File: src/rtl/ryu_pkg.sv
// Shared types and screen/sprite geometry for the Ryu sprite blocks.
package ryu_pkg;

  typedef enum logic [1:0] {GROUND, RISE, FALL, LAND} jump_state_t;

  localparam int SPRITE_W = 108;
  localparam int SPRITE_H = 144;
  localparam int SCREEN_W = 640;
  localparam int SCREEN_H = 480;

  // Saturate a signed candidate X into [lo, hi]; never wraps.
  function automatic logic [9:0] sat_x(input logic signed [10:0] v,
                                       input logic [9:0] lo,
                                       input logic [9:0] hi);
    if (v < $signed({1'b0, lo}))
      return lo;
    else if (v > $signed({1'b0, hi}))
      return hi;
    else
      return v[9:0];
  endfunction

endpackage

File: src/rtl/vsync_tick.sv
// One-cycle frame tick on each falling edge of the active-low VGA vsync.
module vsync_tick (
  input  logic clk,
  input  logic rst,
  input  logic vs,
  output logic tick
);

  logic vs_q;

  always_ff @(posedge clk or posedge rst) begin
    if (rst)
      vs_q <= 1'b1;
    else
      vs_q <= vs;
  end

  assign tick = vs_q & ~vs;

endmodule

File: src/rtl/ryu_jump_controller.sv
// Ryu sprite origin and jump physics; positions advance once per frame on the vsync tick.
module ryu_jump_controller
  import ryu_pkg::*;
#(
  parameter logic [9:0] X_INIT      = 10'd100,
  parameter logic [9:0] GROUND_Y    = 10'd300,
  parameter logic [9:0] X_MIN       = 10'd0,
  parameter logic [9:0] X_MAX       = 10'd532,
  parameter logic [3:0] WALK_V      = 4'd3,
  parameter logic [5:0] JUMP_V      = 6'd12,
  parameter logic [5:0] GRAVITY     = 6'd1,
  parameter logic [3:0] LAND_FRAMES = 4'd4
) (
  input  logic       vga_clk,
  input  logic       Reset,
  input  logic       vs,
  input  logic       jump_req,
  input  logic       left,
  input  logic       right,
  output logic [9:0] RyuX,
  output logic [9:0] RyuY,
  output logic       jump_active,
  output logic       busy
);

  jump_state_t state, state_n;
  logic [9:0] x_q, x_n, y_q, y_n;
  logic signed [6:0] vy, vy_n, vx, vx_n, step, vy_grav;
  logic [3:0] land_cnt, land_cnt_n;
  logic jump_pend, jump_pend_n, tick;
  logic signed [10:0] y_sum;
  logic [9:0] x_walk, x_air;

  vsync_tick u_vsync_tick (
    .clk  (vga_clk),
    .rst  (Reset),
    .vs   (vs),
    .tick (tick)
  );

  always_comb begin
    step = '0;
    if (left && !right)
      step = -$signed({3'b000, WALK_V});
    else if (right && !left)
      step = $signed({3'b000, WALK_V});
  end

  assign x_walk  = sat_x($signed({1'b0, x_q}) + $signed({{4{step[6]}}, step}), X_MIN, X_MAX);
  assign x_air   = sat_x($signed({1'b0, x_q}) + $signed({{4{vx[6]}}, vx}), X_MIN, X_MAX);
  assign y_sum   = $signed({1'b0, y_q}) + $signed({{4{vy[6]}}, vy});
  assign vy_grav = vy + $signed({1'b0, GRAVITY});

  // A request seen in GROUND is held until the next tick; anywhere else it is dropped.
  assign jump_pend_n = (state == GROUND && !tick) ? (jump_pend | jump_req) : 1'b0;

  always_ff @(posedge vga_clk or posedge Reset) begin
    if (Reset) begin
      state     <= GROUND;
      x_q       <= X_INIT;
      y_q       <= GROUND_Y;
      vy        <= '0;
      vx        <= '0;
      land_cnt  <= '0;
      jump_pend <= 1'b0;
    end else begin
      jump_pend <= jump_pend_n;
      if (tick) begin
        state    <= state_n;
        x_q      <= x_n;
        y_q      <= y_n;
        vy       <= vy_n;
        vx       <= vx_n;
        land_cnt <= land_cnt_n;
      end
    end
  end

  always_comb begin
    state_n    = state;
    x_n        = x_q;
    y_n        = y_q;
    vy_n       = vy;
    vx_n       = vx;
    land_cnt_n = land_cnt;
    case (state)
      GROUND: begin
        if (jump_pend || jump_req) begin
          vy_n    = -$signed({1'b0, JUMP_V});
          vx_n    = step;
          state_n = RISE;
        end else begin
          x_n = x_walk;
        end
      end
      RISE: begin
        x_n  = x_air;
        y_n  = (y_sum < 0) ? 10'd0 : y_sum[9:0];
        vy_n = vy_grav;
        if (!vy_grav[6])
          state_n = FALL;
      end
      FALL: begin
        x_n = x_air;
        if (y_sum >= $signed({1'b0, GROUND_Y})) begin
          y_n        = GROUND_Y;
          vy_n       = '0;
          vx_n       = '0;
          land_cnt_n = LAND_FRAMES;
          state_n    = (LAND_FRAMES == 4'd0) ? GROUND : LAND;
        end else begin
          y_n  = y_sum[9:0];
          vy_n = vy_grav;
        end
      end
      LAND: begin
        if (land_cnt <= 4'd1)
          state_n = GROUND;
        else
          land_cnt_n = land_cnt - 4'd1;
      end
      default: state_n = GROUND;
    endcase
  end

  always_comb begin
    jump_active = (state == RISE) || (state == FALL);
    busy        = (state != GROUND);
  end

  assign RyuX = x_q;
  assign RyuY = y_q;

endmodule

File: config.mk
export PLATFORM = sky130hd
export DESIGN_NAME = ryu_jump_controller
export DESIGN_NICKNAME = d
export VERILOG_FILES = /design/src/rtl/ryu_pkg.sv /design/src/rtl/vsync_tick.sv /design/src/rtl/ryu_jump_controller.sv
export SDC_FILE = /design/constraint.sdc
export NUM_CORES = 1
export LEC_CHECK = 0
export CAP_MARGIN = 25
export CELL_PAD_IN_SITES_DETAIL_PLACEMENT = 0
export CELL_PAD_IN_SITES_GLOBAL_PLACEMENT = 1
export CORE_MARGIN = 1.5
export CORE_UTILIZATION = 41
export CTS_CLUSTER_DIAMETER = 80
export DETAILED_ROUTE_END_ITERATION = 8
export MAX_ROUTING_LAYER = met4
export PLACE_DENSITY = 0.75
export SETUP_SLACK_MARGIN = 0.1
export SYNTH_ARGS = -nofsm -noshare
export SYNTH_HDL_FRONTEND = slang
export SYNTH_SLANG_ARGS = --single-unit
File: constraint.sdc
create_clock -name vga_clk -period 2.8 [get_ports vga_clk]
set_clock_uncertainty 0.15 [all_clocks]
set_input_delay 0.84 -clock vga_clk [delete_from_list [all_inputs] [get_ports vga_clk]]
set_output_delay 0.84 -clock vga_clk [all_outputs]
set_load 0.01 [all_outputs]
Word-level counts from Yosys, hierarchy flattened. Cells that the tools add are included. Widths: inputs -> output; s select.

Add/sub/neg operators: 5. $lt $le $gt $ge: 7. Eq/ne operators: 9. Multiplexer cells: 26. Bitwise logic cells: 3. Reduce and logical (&&, ||, !) cells: 22.

Operator list (count): $mux 10 (7); $pmux 10 s2 (2); $mux 7 (5); $add 11x7->11 (3); $lt 11x1->1 const B (3); $gt 11x11->1 const B (2); $pmux 7 s3 (1); $pmux 7 s2 (1); $ge 11x10->1 const B (1); $mux 2 (5); $ne 2x2->1 const B (5); $reduce_bool 2->1 (5); $mux 4 (2); $pmux 2 s4 (1); $pmux 4 s2 (1); $reduce_and 4->1 (2); $add 7x2->7 const B (1); $reduce_and 3->1 (2); $reduce_and 5->1 (1); $eq 2x2->1 const B (2); $le 4x1->1 const B (1); $sub 4x1->4 const B (1); $logic_and 1x1->1 (3); $logic_not 1->1 (3); other kinds (11) (12).

Flip-flop bits (word level): 42. Input bits: 6. Output and inout bits: 22. Logic and storage cells: 80.

Longest topological paths before layout. Gate-level depths: netlist (run 1).

Depth after elaboration: 10. Depth in mapped cells: 13. Mapped depth without buffers: 13.

Cells and area by module. A second synthesis (run 1) with hierarchy kept.

Cell total of the unflattened synthesis: 481. Area, all modules: 4028.9 um2.

By module, submodules not included: ryu_jump_controller (instances 1, cells an instance 478, area each 3985.1 um2, sequential area each 934.6 um2); vsync_tick (instances 1, cells an instance 3, area each 43.8 um2, sequential area each 26.3 um2).

Least setup slack after synthesis (run 1). No wires, ideal clock.

Path type: input to register. From: input left. To: register x_q[3], in the netlist RyuX[3]. Arrival time: 3533 ps. Slack: -1009 ps. Cell stages on the path: 13. Path through: inv_1 -> ha_1 -> inv_1 -> ha_1 -> fa_1 -> xnor2_1 -> xnor2_1 -> nand2_1 -> a2111o_1 -> and4_4 -> nor4bb_1 -> o31a_1 -> a311o_1.

Word-level cells in the longest chain between the ends: 10.

Ends and longest elaborated chain: start, declared (line ryu_jump_controller.sv:18) `input logic left,`; $logic_not 1->1 (line ryu_jump_controller.sv:45) `else if (right && !left)`; $logic_and 1x1->1 (line ryu_jump_controller.sv:45); $mux 2 (line ryu_jump_controller.sv:45); $mux 7 (*) (line ryu_jump_controller.sv:43) `if (left && !right)`; $add 11x7->11 (*) (line ryu_jump_controller.sv:49) `assign x_walk = sat_x($signed({1'b0, x_q}) + $signed({{4{step[6]}}, step}), X_MIN, X_MAX);`; $gt 11x11->1 (line ryu_pkg.sv:17) `else if (v > $signed({1'b0, hi}))`; $mux 10 (line ryu_pkg.sv:17); $mux 10 (*) (line ryu_pkg.sv:15) `if (v < $signed({1'b0, lo}))`; $mux 10 (*) (line ryu_jump_controller.sv:88) `if (jump_pend || jump_req) begin`; $pmux 10 s2 (*) (line ryu_jump_controller.sv:86) `case (state)`; end signal, assigned (line ryu_jump_controller.sv:70) `x_q <= x_n;`; end, declared (line ryu_jump_controller.sv:27) `logic [9:0] x_q, x_n, y_q, y_n;`.

Mark *: on every way between the ends. The rest lies on a longest branch, timed or not. The select of a mux whose other input is x is not followed. A chain may end at the register's enable or synchronous reset.

Final worst setup path (run 1). Ends and elaborated chain as after synthesis.

==> results.toml, run 1 <==
[finish]
syn_to_final_growth_pct = 56.5
multi_input_comb_area_sq_mm = 0.00325
nNetsFinal = 690
seqCellArea_sq_um = 961
finalNonFillerCells = 777
fin_area_sq_mm = 0.00612
share_of_cells_above_drive_strength_1_pct = 40.1
fillerInstances = 774
antenna_cells_inserted = 0

[logic_synthesis]
postSynth.asyncResetShare_pct = 100
post_synth_inst_count = 473
ys_types = 75
ys_dominant_reg_cell = "sky130_fd_sc_hd__dfrtp_1"
synth.cell_area_sq_mm = 0.00391
netlist.area_leader.share_pct = 19.2
synth.yosys.seq_area_share_pct = 24.6
synth_nets = 516
ys.warnings.count = 0
synth_seq_cells = 38
synth_top_cells_by_area = "sky130_fd_sc_hd__dfrtp_1 (19%), sky130_fd_sc_hd__ha_1 (11%), sky130_fd_sc_hd__dfstp_2 (5.4%), sky130_fd_sc_hd__o21ai_0 (4.2%), sky130_fd_sc_hd__xnor2_1 (4.0%)"
syn_area_per_cell_sq_um = 8.26
number_of_synthesized_flops_with_an_enable_pin = 0
synthDominantAreaCellType = "sky130_fd_sc_hd__dfrtp_1"

[setup_path]
crit_path_end_kind = "flop"
timing.rr.start = "RyuX[0]$_DFFE_PP0P_"
timing.critical_path.mode_cell = "sky130_fd_sc_hd__ha_4"
worst-path-buf-inv = 4
crit-reg2reg-capture = "RyuX[3]$_DFFE_PP0P_"
worstRegToRegCells = 11
ff2ff_setup_slack_ps = -430
arrival_ps = 3580
cp_max_fo = 5
timing.critical_path.from_type = "input pin"
critPathRequiredTime_ps = 2840
path_class = "input pin to flop"
crit_path_top_delay_cell = "sky130_fd_sc_hd__fa_2"
cpPeakStageDelay_ps = 420
critical_path.cell_chain = "buf_6, buf_12, inv_12, ha_4, inv_4, ha_4, fa_2, xnor2_2, xnor2_1, nand2_1, a2111o_1, and4_4, nor4bb_1, o31a_1, a311o_1"
crit_family = "compound AO/OA/AOI/OAI gates"

[placement]
port_buffers = 27
routability_congestion_estimate = 0.877
placedInstanceArea_sq_mm = 0.00540
dpl.cell_count = 746
place.detailed.hpwl_um = 8940

[global_routing]
wire_length_of_the_first_global_routing_pass_um = 20500
overall_track_demand_over_capacity_in_global_routing_pct = 25.9
number_of_global_route_vias_before_repair = 4418
gr-total-overflow = 0
antenna_violations_before_repair = 0
grt_max_degree = 39

[pwr]
power.leakage_nw = 2.70
power-per-cell-area_mw_per_mm2 = 1240
worst_ir_drop_vdd_mv = 1.04

[detailed_routing]
dr_total_vias = 4287
route.detailed.vias_per_inst = 5.52
drtAntennaViolNets = 0
postRouteWirelength_um = 12200
post-route-drc-count = 0
drt-pass1-iter-count = 5
detail_route.wl_per_cell_um = 15.7
drtIter0Drc = 158

[timing]
timing.final.crit_share_pct = 126
relSlewSlack_pct = 64.0
timing_hold_violations_final = 0
max_slew.worst_pin.slew_ps = 541
fmax_mhz = 283
final-setup-viol-count = 35
fin_crit_ps = 3530
whs_ps = 345
fin_ws_ps = -733
rsz0062_at_grt = "true"
maxSlewViolCount = 0

[cts]
root_cell_of_the_clock_tree = "sky130_fd_sc_hd__clkbuf_8"
cts_htree_levels = 2
clk_transition_reported_paths_ps = 90
cts-root-to-sink-buffers = 2
cts_sinks = 38
cts.hold.buffers_added = 0
worst_skew_pair.late_latency_ps = 300
cts_tree = "done"
total_clock_buffers_created_by_cts = 5

[run_status]
violations = "negative setup slack"
status = "finished, violations left"

[floorplanning]
placementRows = 35
fp.dieArea_sq_mm = 0.0101
die_y_um = 101
fp.coreArea_sq_mm = 0.00924
die_w_um = 101
initial_core_util_pct = 42.3
top_level_ports = 28

[hold_path]
timing.hold.worst.start = "RyuY[8]$_DFFE_PP1P_"
hp-class = "flop to flop"
end_of_the_worst_hold_path = "RyuY[8]$_DFFE_PP1P_"
min_path_cells = 2

[run]
maxCapViolations = 0
[area by class of cell]
type | count | share of cell area (%)
repair buffers | 183 | 24.9
well taps | 129 | 2.64
flip-flops and latches | 38 | 15.7
clock inverters | 1 | 0.123
inverters | 34 | 2.33
multi-input cells | 385 | 53.1
clock buffers | 7 | 1.25
[power by group]
group | internal, mW | total, mW | switching, mW | leakage (nW)
Combinational | 3.19 | 6.22 | 3.03 | 2.20
Clock | 0.177 | 0.397 | 0.220 | 0.0385
Sequential | 0.780 | 0.980 | 0.200 | 0.461
Total | 4.15 | 7.59 | 3.45 | 2.70
[metal layers]
layer / share of wire (%) / up-vias / track usage (%)
li1: - / 2135 / -
met1: 45 / 2059 / 32.0
met2: 51 / 75 / 44.8
met3: 2.7 / 18 / 3.26
met4: 1.5 / 0 / 6.39
met5: 0 / - / -
[worst max-delay path by stage]
stage               from             endpoint  slack [ps]  depth (start not counted)
finish              left  RyuX[3]$_DFFE_PP0P_        -730                         15
global route        left  RyuX[3]$_DFFE_PP0P_        -780                         15
CTS                 left  RyuX[3]$_DFFE_PP0P_        -720                         15
detailed placement  left  RyuX[3]$_DFFE_PP0P_       -1520                         15
global placement    left  RyuX[3]$_DFFE_PP0P_       -1460                         15
floorplan           left  RyuX[3]$_DFFE_PP0P_        -760                         13
[cells in the final DEF, fill, tap and decap left out, types with 7 or more instances in the layout]
cell                              count
sky130_fd_sc_hd__buf_4              140
sky130_fd_sc_hd__inv_1               31
sky130_fd_sc_hd__ha_1                31
sky130_fd_sc_hd__dfrtp_1             30
sky130_fd_sc_hd__nand2_1             28
sky130_fd_sc_hd__nor2_1              25
sky130_fd_sc_hd__clkdlybuf4s50_1     23
sky130_fd_sc_hd__a21oi_1             21
sky130_fd_sc_hd__o21ai_0             16
sky130_fd_sc_hd__xnor2_1             16
sky130_fd_sc_hd__buf_6               14
sky130_fd_sc_hd__nor3_1              11
sky130_fd_sc_hd__nand3_1             11
sky130_fd_sc_hd__a21oi_2              9
sky130_fd_sc_hd__o21ai_1              9
sky130_fd_sc_hd__dfstp_2              8
sky130_fd_sc_hd__or2_2                8
sky130_fd_sc_hd__nor2b_1              7
[metrics by stage]
| step | util, % | power [mW] | setup slack [ps] | TNS (ps) |
|---|---|---|---|---|
| after floorplan | - | 3.77 | -756 | -5640 |
| after global placement | 58.4 | 5.88 | -1460 | -16810 |
| after detailed placement | 58.4 | 5.96 | -1520 | -17350 |
| after CTS | 63.8 | 7.10 | -723 | -9220 |
| after global routing | 66.2 | 8.19 | -781 | -15030 |
| final | 66.2 | 7.59 | -733 | -11570 |
[flip-flops by register name, indices dropped and copies added, names as in the netlist]
name,cells
land_cnt,4
vy,7
jump_pend,1
u_vsync_tick.vs_q,1
vx,3
state,2
RyuX,10
RyuY,10
[worst min-delay path, stage by stage, from the launching register on]
cell,delay (ps)
sky130_fd_sc_hd__dfstp_2,400
sky130_fd_sc_hd__nand2_1,50
sky130_fd_sc_hd__o21ai_1,50
[kinds of logic after synthesis]
group,synth area share [%]
buffers and inverters,5.09
AOI/OAI and AO/OA,28.9
and+or+nand+nor,22.0
adders and majority gates,12.4
muxes,1.34
xor gates and xnor gates,5.60
DFF,24.6
[cell usage after synthesis, types with 4 or more instances]
| master | n |
|---|---|
| sky130_fd_sc_hd__nor2b_1 | 8 |
| sky130_fd_sc_hd__o31ai_1 | 5 |
| sky130_fd_sc_hd__o22ai_1 | 9 |
| sky130_fd_sc_hd__o211ai_1 | 6 |
| sky130_fd_sc_hd__o21a_1 | 7 |
| sky130_fd_sc_hd__o21ai_0 | 33 |
| sky130_fd_sc_hd__a21o_1 | 5 |
| sky130_fd_sc_hd__xnor2_1 | 18 |
| sky130_fd_sc_hd__dfstp_2 | 8 |
| sky130_fd_sc_hd__a31oi_1 | 4 |
| sky130_fd_sc_hd__and3_1 | 6 |
| sky130_fd_sc_hd__a22oi_1 | 4 |
| sky130_fd_sc_hd__and2_1 | 7 |
| sky130_fd_sc_hd__nor2_1 | 31 |
| sky130_fd_sc_hd__clkbuf_1 | 9 |
| sky130_fd_sc_hd__inv_1 | 33 |
| sky130_fd_sc_hd__a21oi_1 | 29 |
| sky130_fd_sc_hd__nor3_1 | 13 |
| sky130_fd_sc_hd__dfrtp_1 | 30 |
| sky130_fd_sc_hd__xor2_1 | 7 |
| sky130_fd_sc_hd__a22o_1 | 4 |
| sky130_fd_sc_hd__nor3b_1 | 6 |
| sky130_fd_sc_hd__nor4_1 | 6 |
| sky130_fd_sc_hd__nand3_1 | 18 |
| sky130_fd_sc_hd__buf_2 | 6 |
| sky130_fd_sc_hd__nand4_1 | 4 |
| sky130_fd_sc_hd__ha_1 | 34 |
| sky130_fd_sc_hd__nand2b_1 | 5 |
| sky130_fd_sc_hd__o221ai_1 | 4 |
| sky130_fd_sc_hd__or2_2 | 8 |
| sky130_fd_sc_hd__a211o_1 | 4 |
| sky130_fd_sc_hd__nand2_1 | 29 |
| sky130_fd_sc_hd__a211oi_1 | 6 |
[repair_timing]
action	in CTS	in global routing
pin swaps	47	38
buffers inserted	18	5
setup endpoints to repair	37	36
cloned	0	0
hold endpoints to repair	0	0
gates resized for setup	79	39
(Power assumes the default switching activity.)
==> inputs of run 2 (changes only) <==
--- a/config.mk
+++ b/config.mk
@@ -15,6 +15,7 @@
 export MAX_ROUTING_LAYER = met4
 export PLACE_DENSITY = 0.75
 export SETUP_SLACK_MARGIN = 0.1
+export SLEW_MARGIN = 20
 export SYNTH_ARGS = -nofsm -noshare
 export SYNTH_HDL_FRONTEND = slang
 export SYNTH_SLANG_ARGS = --single-unit
==> results of run 2 <==
No change in the layout: final DEF, timing and power equal those of run 1.
==> inputs of run 3 (changes only) <==
--- a/config.mk
+++ b/config.mk
@@ -8,7 +8,7 @@
 export CAP_MARGIN = 25
 export CELL_PAD_IN_SITES_DETAIL_PLACEMENT = 0
 export CELL_PAD_IN_SITES_GLOBAL_PLACEMENT = 1
-export CORE_MARGIN = 1.5
+export CORE_MARGIN = 2
 export CORE_UTILIZATION = 41
 export CTS_CLUSTER_DIAMETER = 80
 export DETAILED_ROUTE_END_ITERATION = 8
==> results.toml, run 3 (same netlist as run 1, synthesis figures left out) <==
[finish]
syn_to_final_growth_pct = 59.5
fillerInstances = 747
finalNonFillerCells = 781
layout.core_utilization_pct = 67.5
share_of_cells_above_drive_strength_1_pct = 41.7
nNetsFinal = 694
final_common_cell = "sky130_fd_sc_hd__buf_4"
antenna_cells_inserted = 0
highest_count_cells_in_the_layout_ignoring_fill_and_taps = "sky130_fd_sc_hd__buf_4 (146), sky130_fd_sc_hd__inv_1 (31), sky130_fd_sc_hd__ha_1 (31)"

[timing]
rsz0062_at_grt = "true"
fmax_mhz = 280
max_slew.worst_pin.slew_ps = 586
maxSlewViolCount = 0
final-setup-viol-count = 35
timing.final.crit_share_pct = 128
relSlewSlack_pct = 60.8
timing_hold_violations_final = 0
fin_ws_ps = -772
fin_crit_ps = 3570
whs_ps = 344

[pwr]
fin_total_pwr_mw = 7.99
worst_ir_drop_vdd_mv = 1.06
power-per-cell-area_mw_per_mm2 = 1280
power.leakage_nw = 2.74

[detailed_routing]
route.detailed.vias_per_inst = 5.57
postRouteWirelength_um = 12700
detail_route.wl_per_cell_um = 16.3
post-route-drc-count = 0
drt-pass1-iter-count = 4
drtIter0Drc = 157
dr_total_vias = 4351
drtAntennaViolNets = 0

[setup_path]
crit_path_top_delay_cell = "sky130_fd_sc_hd__fa_2"
timing.critical_path.mode_cell = "sky130_fd_sc_hd__buf_6"
cpPeakStageDelay_ps = 430
critPathRequiredTime_ps = 2880
timing.critical_path.from_type = "input pin"
arrival_ps = 3650
timing.critical_path.from = "left"
timing.rr.start = "RyuX[0]$_DFFE_PP0P_"
path_class = "input pin to flop"
cp_max_fo = 4
critical_path.cell_chain = "buf_6, buf_12, inv_12, ha_4, inv_4, ha_4, fa_2, buf_6, nand3_2, and3_4, mux2_4, o311a_4, buf_6, o31ai_4, o22ai_1, a21o_1"
crit_path_end_kind = "flop"

[floorplanning]
fp.coreArea_sq_mm = 0.00924
fp.dieArea_sq_mm = 0.0103
placementRows = 35
die_w_um = 102
initial_core_util_pct = 42.3
top_level_ports = 28
die_y_um = 102

[cts]
clk_transition_reported_paths_ps = 90
cts_tree = "done"
cts-root-to-sink-buffers = 2
worst_skew_pair.late_latency_ps = 300
cts_htree_levels = 2
cts_sinks = 38
total_clock_buffers_created_by_cts = 5
root_cell_of_the_clock_tree = "sky130_fd_sc_hd__clkbuf_8"

[placement]
routability_congestion_estimate = 0.872
port_buffers = 27
place.detailed.hpwl_um = 9130
dpl.cell_count = 748

[global_routing]
wire_length_of_the_first_global_routing_pass_um = 20400
overall_track_demand_over_capacity_in_global_routing_pct = 25.2
number_of_global_route_vias_before_repair = 4415
grt_max_degree = 39
antenna_violations_before_repair = 0
gr-total-overflow = 0

[hold_path]
hp-class = "flop to flop"
timing.hold.worst.start = "RyuY[8]$_DFFE_PP1P_"

[run]
maxCapViolations = 0

[run_status]
status = "finished, violations left"
violations = "negative setup slack"
-- run 3: changes by cell type in the layout (fill, tap and decap cells not counted), moves of 3 or more --
cell	before	now
sky130_fd_sc_hd__o31ai_2	3	0
sky130_fd_sc_hd__a21oi_2	9	12
sky130_fd_sc_hd__a21oi_1	21	18
sky130_fd_sc_hd__buf_4	140	146
-- run 3: final timing paths --
kind | to | slack, ps | cells past startpoint
setup / recovery | RyuX[2]$_DFFE_PP1P_ | -770 | 16
max in group asynchronous | RyuY[2]$_DFFE_PP1P_ | 1300 | 3
setup reg to reg | RyuX[3]$_DFFE_PP0P_ | -410 | 11
hold reg to reg | RyuY[8]$_DFFE_PP1P_ | 340 | 2
min in group asynchronous | vx[1]$_DFFE_PP0P_ | 810 | 3
hold / removal | RyuY[8]$_DFFE_PP1P_ | 340 | 2
-- run 3: final cells by class --
cell class	instances	area, sq um	area share (%)
clock buffers	6	82.6	1.32
clock inverters	2	60.1	0.963
inverters	34	143	2.29
multi-input cells	385	3290	52.8
flip-flops and latches	38	961	15.4
well taps	129	161	2.59
repair buffers	187	1540	24.6
-- run 3: worst max-delay path, delay by kind of cell --
kind | cells | cell delay, ps
AOI/OAI and AO/OA | 4 | 870
muxes | 1 | 300
buffers and inverters | 6 | 540
adders and majority gates | 3 | 850
and+or+nand+nor | 2 | 240
-- run 3: what timing repair did --
item,in CTS,in global routing
resized for setup,82,46
setup endpoints to repair,37,36
pin swaps,42,38
cloned,0,0
hold buffers,0,0
setup buffers,13,15
endpoints found under the hold margin,0,0
-- run 3: where the power goes --
group / internal [mW] / switching, mW / leakage (nW)
logic: 3.27 / 3.14 / 2.21
clock network: 0.381 / 0.223 / 0.0714
registers: 0.780 / 0.192 / 0.461
total: 4.43 / 3.55 / 2.74
-- run 3: through the flow --
step                setup slack [ps]  TNS, ps  area [sq um]
floorplan                       -756    -5640          4000
global placement               -1460   -16890          5400
detailed placement             -1520   -17570          5400
CTS                             -781    -9510          5930
global route                    -821   -14880          6230
finish                          -772   -11930          6230
-- run 3: per-layer routing --
metal | global-route usage [%] | part of all wire, %
met4 | 6.03 | 1.7
met5 | - | 0
met1 | 30.4 | 44
met2 | 44.6 | 51
met3 | 3.24 | 3.0
